$ cat src/rtl/writeback_stage_pkg.sv
// Shared types for the writeback stage: per-lane memory-stage and commit bundles,
// the control struct, access-size encodings and a small popcount helper.
`default_nettype none

package writeback_stage_pkg;

  localparam int NLANE_DEFAULT = 2;
  localparam int XLEN_DEFAULT  = 64;

  typedef enum logic [1:0] {
    MSIZE_B = 2'd0,
    MSIZE_H = 2'd1,
    MSIZE_W = 2'd2,
    MSIZE_D = 2'd3
  } msize_t;

  typedef struct packed {
    logic   regwrite;
    logic   memread;
    logic   memunsigned;
    msize_t msize;
  } ctl_t;

  typedef struct packed {
    logic [63:0]             pc;
    logic [31:0]             raw_instr;
    logic [4:0]              dst;
    ctl_t                    ctl;
    logic [XLEN_DEFAULT-1:0] aluout;
    logic [XLEN_DEFAULT-1:0] readdata;
    logic [XLEN_DEFAULT-1:0] addr;
  } memory_data_t;

  typedef struct packed {
    logic [63:0]             pc;
    logic [31:0]             raw_instr;
    logic [4:0]              dst;
    ctl_t                    ctl;
    logic [XLEN_DEFAULT-1:0] writedata;
    logic                    wen;
  } writeback_data_t;

  function automatic logic [2:0] popcount4(input logic [3:0] v);
    return 3'(v[0]) + 3'(v[1]) + 3'(v[2]) + 3'(v[3]);
  endfunction

endpackage

`default_nettype wire

$ cat src/rtl/writeback_stage_if.sv
// Memory-stage input handshake and commit-side output bundle of the writeback stage.
`default_nettype none

interface writeback_stage_if
  import writeback_stage_pkg::*;
#(
  parameter int NLANE = NLANE_DEFAULT
) ();

  logic [NLANE-1:0] in_valid;
  memory_data_t     in_data [NLANE];
  logic             in_ready;
  logic             flush;
  logic             wb_ready;
  logic [NLANE-1:0] wb_valid;
  writeback_data_t  wb_data [NLANE];

  modport master (
    output in_valid, in_data, flush, wb_ready,
    input  in_ready, wb_valid, wb_data
  );

  modport slave (
    input  in_valid, in_data, flush, wb_ready,
    output in_ready, wb_valid, wb_data
  );

endinterface

`default_nettype wire

$ cat src/rtl/writeback_stage_load_extend.sv
// Aligns a doubleword read to the byte offset, truncates to the access size and extends.
`default_nettype none

module load_extend
  import writeback_stage_pkg::*;
#(
  parameter int XLEN = XLEN_DEFAULT
) (
  input  logic [XLEN-1:0] readdata,
  input  logic [2:0]      addr,
  input  msize_t          msize,
  input  logic            memunsigned,
  output logic [XLEN-1:0] word
);

  logic [XLEN-1:0] shifted;

  assign shifted = readdata >> {addr, 3'b000};

  always_comb begin
    word = shifted;
    case (msize)
      MSIZE_B: word = {{(XLEN-8){~memunsigned & shifted[7]}},   shifted[7:0]};
      MSIZE_H: word = {{(XLEN-16){~memunsigned & shifted[15]}}, shifted[15:0]};
      MSIZE_W: word = {{(XLEN-32){~memunsigned & shifted[31]}}, shifted[31:0]};
      default: word = shifted;
    endcase
  end

endmodule

`default_nettype wire

$ cat src/rtl/writeback_stage.sv
// Single-entry commit buffer for NLANE parallel results; forms register writes and counts retirements.
`default_nettype none

module writeback_stage
  import writeback_stage_pkg::*;
#(
  parameter int NLANE = NLANE_DEFAULT,
  parameter int XLEN  = XLEN_DEFAULT
) (
  input  logic              clk,
  input  logic              reset_n,
  writeback_stage_if.slave  bus,
  output logic [63:0]       instret
);

  logic [NLANE-1:0] held_valid;
  memory_data_t     held_data [NLANE];
  logic [XLEN-1:0]  load_ext  [NLANE];
  writeback_data_t  wb_lane   [NLANE];
  logic [NLANE-1:0] wb_valid_w;
  logic             any_held;
  logic             accept;

  assign any_held     = |held_valid;
  assign bus.in_ready = !any_held || bus.wb_ready || bus.flush;
  assign accept       = (|bus.in_valid) && bus.in_ready;
  assign wb_valid_w   = held_valid & {NLANE{!bus.flush}};
  assign bus.wb_valid = wb_valid_w;
  assign bus.wb_data  = wb_lane;

  // A flushed accept still loads, but with every lane invalidated.
  always_ff @(posedge clk or negedge reset_n) begin
    if (!reset_n) begin
      held_valid <= '0;
      for (int i = 0; i < NLANE; i++) begin
        held_data[i] <= '0;
      end
    end else if (accept) begin
      held_valid <= bus.in_valid & {NLANE{!bus.flush}};
      for (int i = 0; i < NLANE; i++) begin
        held_data[i] <= bus.in_data[i];
      end
    end else if (bus.flush || bus.wb_ready) begin
      held_valid <= '0;
    end
  end

  always_ff @(posedge clk or negedge reset_n) begin
    if (!reset_n) begin
      instret <= '0;
    end else if (bus.wb_ready) begin
      instret <= instret + 64'(popcount4(4'(wb_valid_w)));
    end
  end

  for (genvar i = 0; i < NLANE; i++) begin : g_lane
    load_extend #(
      .XLEN (XLEN)
    ) u_load_extend (
      .readdata    (held_data[i].readdata),
      .addr        (held_data[i].addr[2:0]),
      .msize       (held_data[i].ctl.msize),
      .memunsigned (held_data[i].ctl.memunsigned),
      .word        (load_ext[i])
    );
  end

  // Higher lane is the younger instruction, so it wins a same-register write.
  always_comb begin
    for (int i = 0; i < NLANE; i++) begin
      wb_lane[i].pc        = held_data[i].pc;
      wb_lane[i].raw_instr = held_data[i].raw_instr;
      wb_lane[i].dst       = held_data[i].dst;
      wb_lane[i].ctl       = held_data[i].ctl;
      if (held_data[i].dst == 5'd0) begin
        wb_lane[i].writedata = '0;
        wb_lane[i].wen       = 1'b0;
      end else begin
        wb_lane[i].writedata = held_data[i].ctl.memread ? load_ext[i] : held_data[i].aluout;
        wb_lane[i].wen       = held_data[i].ctl.regwrite;
      end
      for (int j = i + 1; j < NLANE; j++) begin
        if (held_valid[j] && held_data[j].ctl.regwrite &&
            held_data[j].dst == held_data[i].dst && held_data[i].dst != 5'd0) begin
          wb_lane[i].wen = 1'b0;
        end
      end
    end
  end

endmodule

`default_nettype wire

$ cat src/flat_wrapper.sv
// flat-port wrapper written by rule: the top's interface ports become plain ports
module writeback_stage_flat import writeback_stage_pkg::*;
#(
  parameter int NLANE = NLANE_DEFAULT,
  parameter int XLEN  = XLEN_DEFAULT
)
  (clk, reset_n, instret, bus_in_valid, bus_in_data, bus_flush, bus_wb_ready, bus_in_ready, bus_wb_valid, bus_wb_data);
  writeback_stage_if #(.NLANE(NLANE)) bus_i ();
  input  logic clk;
  input  logic reset_n;
  output logic [63:0] instret;
  input wire logic [$bits(bus_i.in_valid)-1:0] bus_in_valid;
  input wire logic [$bits(bus_i.in_data)-1:0] bus_in_data;
  input wire logic [$bits(bus_i.flush)-1:0] bus_flush;
  input wire logic [$bits(bus_i.wb_ready)-1:0] bus_wb_ready;
  output wire logic [$bits(bus_i.in_ready)-1:0] bus_in_ready;
  output wire logic [$bits(bus_i.wb_valid)-1:0] bus_wb_valid;
  output wire logic [$bits(bus_i.wb_data)-1:0] bus_wb_data;
  assign bus_i.in_valid = bus_in_valid;
  assign bus_i.in_data = {>>{bus_in_data}};
  assign bus_i.flush = bus_flush;
  assign bus_i.wb_ready = bus_wb_ready;
  assign bus_in_ready = bus_i.in_ready;
  assign bus_wb_valid = bus_i.wb_valid;
  assign bus_wb_data = {>>{bus_i.wb_data}};
  writeback_stage #(.NLANE(NLANE), .XLEN(XLEN)) u_core (.clk(clk), .reset_n(reset_n), .bus(bus_i), .instret(instret));
endmodule
$ cat config.mk
export PLATFORM = sky130hd
export DESIGN_NAME = writeback_stage_flat
export DESIGN_NICKNAME = d
export VERILOG_FILES = /design/src/rtl/writeback_stage_pkg.sv /design/src/rtl/writeback_stage_if.sv /design/src/rtl/writeback_stage_load_extend.sv /design/src/rtl/writeback_stage.sv /design/src/flat_wrapper.sv
export SDC_FILE = /design/constraint.sdc
export NUM_CORES = 1
export LEC_CHECK = 0
export CORE_AREA = 2 2 394 396
export CTS_BUF_LIST = sky130_fd_sc_hd__clkbuf_8
export DETAILED_ROUTE_END_ITERATION = 8
export DIE_AREA = 0 0 396 398
export SYNTH_ARGS = -nofsm -noshare
export SYNTH_HDL_FRONTEND = slang
export SYNTH_SLANG_ARGS = --single-unit
$ cat constraint.sdc
create_clock -name clk -period 4 [get_ports clk]
set_input_delay 0.8 -clock clk [delete_from_list [all_inputs] [get_ports clk]]
set_output_delay 0.8 -clock clk [all_outputs]
set_load 0.02 [all_outputs]
==> results.md <==
* Max-slew headroom at 36.2%
* Layout area overhead at 53.4%
* Placed instance count at 5,024
* Core Area at 0.153 mm2
* Startpoint Class: flip-flop
* Clock root cell: clkbuf_8
* Post-synth EDFFs at 0
* Crit-path max cell delay at 0.51 ns
* Leakage at 17.2 nW
* Layout cell share with drive strength beyond 1 at 35.7%
* Final Total Pwr at 19.5 mW
* Detailed Route WL at 141,000 um
* Most area-consuming cells after synthesis: dfrtp_1, mux2_2, buf_4
* Post-synthesis compound-gate area fraction at 7.80%
* Cell Pwr Density at 457 mW/mm2
* Tcrit/Tclk final at 99.7%
* Sink Count at 540
* Max-cap violations at 0
* CTS buffer count at 109
* Height of the die at 398 um
* Final min period at 3.99 ns
* Worst Path Max Fanout at 7
* PortBufs at 888
* Number of synthesized register bits at 540
* Worst-margin pin slew at 0.958 ns
* Synthesized net count at 2,953
* Number of library cell types mapped by synthesis at 64
* Worst r2r path cells at 12
* Number of hold buffers added after CTS at 0
* Mux cell area share after synthesis at 26.1%
* Synth Instances at 2,347
* TritonRoute pass-1 iters at 5
* Fin nets at 3,757
* Initial antenna violation count at 40
* Synthesized area at 0.0278 mm2
* First-pass GRT wire length at 191,000 um
* Routed via count at 22,500
* Mapped Avg Cell Area at 11.9 um2
* Crit path max-delay cell type: dfrtp_4
* Initial DRC count at 1,405
* CTS Buffer Depth at 3
* Register-to-register setup slack at 0.84 ns
* Commonest non-fill, non-tap cell in the layout: clkdlybuf4s50_1
* Avg Vias per Cell at 4.25
* Area post-placement at 0.0386 mm2
* Final worst slack at 0.0121 ns
* Ys async rst share at 100%
* H-tree depth at 3
* Slew Limit Fails at 0
* Yosys top cell by area: dfrtp_1
* CP Capture Type: output port
* TritonCTS clock tree: built
* Most frequent cells in the layout: clkdlybuf4s50_1, dfrtp_1, mux2_2
* RSZ-0062 raised after global routing: true
* Final Setup Violations at 0
* Clock latency on the worst-skew pair at 0.81 ns
* WP data arrival at 3.19 ns
* Final core area utilization at 27.8%
* Final Instance Count excl. Fillers at 5,291
* Yosys Warn Count at 0
* Worst slack, placed at 0.221 ns
* Post-Synth XOR/XNOR Area at 2.11%
* Post-Synth Simple-Gate Area at 6.73%
* Wire length per cell at 26.7 um
* Crit Path Category: reg2out
* Hold crit path type: in2async
* Num rows at 144
* Post-DP HPWL at 112,000 um
* Final Skew at 0.0475 ns
* Sequential share of the synthesized area at 48.6%
* Main combinational cell family by area after synthesis: multiplexers
* Initial Utilization at 18.1%
* Post-route DRC at 0
* Die ar. at 0.158 mm2
* Largest net degree at the start of global routing at 95
* Gr ovfl total at 0
* Vias in the first global route at 23,400
* Peak VDD IR at 0.306 mV
* CTS clk-pin slew, worst paths at 0.06 ns
* Crit-path cells: buf_12, buf_8, a2111oi_4, nor4_4, nor4bb_4, buf_12, buf_16, buf_16, a21oi_1, clkbuf_16
* Outcome: completed
* Gpl congestion at 0.910
* Design Area, Final at 0.0427 mm2
* WP data required at 3.20 ns
* Top cell type's share of synthesized area at 48.6%
* Final Hold Viols at 0
* Die span in x at 396 um
* F_max at 251 MHz
* Ys flop type: dfrtp_1
* Adder-cell share of the synthesized area at 0.207%
* Gr usage total at 17.3%
* I/O pin count at 1,011
* Post-route antenna net violation count at 0
## what timing repair did
action / 4_1_cts / 5_1_grt
setup endpoints to repair: 124 / 89
setup buffers: 34 / 23
gates cloned: 5 / 1
pin swaps: 16 / 14
resized for setup: 381 / 107
## stage by stage
step                hold WS (ns)  setup TNS [ns]
floorplan                  0.473               0
global placement           0.461               0
detailed placement         0.476               0
CTS                       0.0154           -2.81
global route              0.0639           -5.03
finish                     0.113               0
## worst max-delay path: cells and delay by family (launching register included)
kind,cells,cell delay [ns]
flops,1,0.51
compound gates,2,0.50
buf+inv,6,0.94
simple gates,2,0.43
## Yosys cell counts, types with 4 or more instances
library cell    n
nor4_2          6
clkbuf_1       54
a22oi_1         9
nor3_1         17
nand4_1        11
a31oi_1        16
buf_1          13
a2bb2oi_1       7
buf_4         216
buf_2          78
a211oi_1       29
nor4_1         10
nor2_1         75
nand3_1        31
a221oi_1        9
and2_1         10
nand2_1       118
nor2b_1        25
o211ai_1        6
nand2b_1       14
inv_1          20
xnor2_1        28
mux2i_1        75
and2_0          4
o21ai_0       124
xor2_1         39
o221a_2         8
mux4_2         30
nor3_2         11
o22a_1          6
or2_2          10
o22ai_1         9
a21oi_1       130
dfrtp_1       540
mux2_2        517
## kinds of logic after synthesis
family                   count (synthesis)
multiplexers                           622
flip-flops                             540
buffers and inverters                  384
AO/OA/AOI/OAI                          366
AND/OR/NAND/NOR                        364
XOR/XNOR                                67
adder cells (fa/ha/maj)                  4
## worst paths after layout
path / startpoint / end
max in group asynchronous: reset_n / u_core.bus.wb_data[68]$_DFFE_PN0P_
max: u_core.held_data[298]$_DFFE_PN0P_ / bus_wb_data[218]
max reg2reg: u_core.held_valid[1]$_DFFE_PN0P_ / u_core.instret[20]$_DFFE_PN0P_
min: reset_n / u_core.held_data[375]$_DFFE_PN0P_
min in group clk: u_core.instret[55]$_DFFE_PN0P_ / u_core.instret[55]$_DFFE_PN0P_
min reg2reg: u_core.instret[55]$_DFFE_PN0P_ / u_core.instret[55]$_DFFE_PN0P_
## power by group
part,switching [mW],internal [mW],total [mW]
sequential,0.558,6.05,6.60
combinational,3.30,3.25,6.55
clock,2.73,3.59,6.32
total,6.59,12.9,19.5
## area by class of cell
| type | count | area (um2) |
|---|---|---|
| inverters | 21 | 80.1 |
| repair buffers | 1056 | 11300 |
| clock buffers | 137 | 1890 |
| clock inverters | 58 | 489 |
| diodes | 12 | 30.0 |
| flip-flops and latches | 540 | 13500 |
| well taps | 2044 | 2560 |
| fillers | 15900 | 111000 |
| multi-input cells | 1423 | 12800 |
## flip-flops by register name, indices dropped and copies added (netlist names)
name and count:
u_core.held_data 262, u_core.bus.wb_data 212, u_core.instret 64, u_core.held_valid 2
## routing by layer
| metal | part of all wire [%] | vias to the layer above | GRT usage (%) |
|---|---|---|---|
| met3 | 12 | 220 | 8.32 |
| met2 | 45 | 1058 | 26.9 |
| met1 | 41 | 11400 | 21.4 |
| li1 | - | 9793 | - |
| met4 | 2.4 | 28 | 4.30 |
| met5 | 0.13 | - | 0 |
Note: power is estimated with default switching activity, not from simulation.
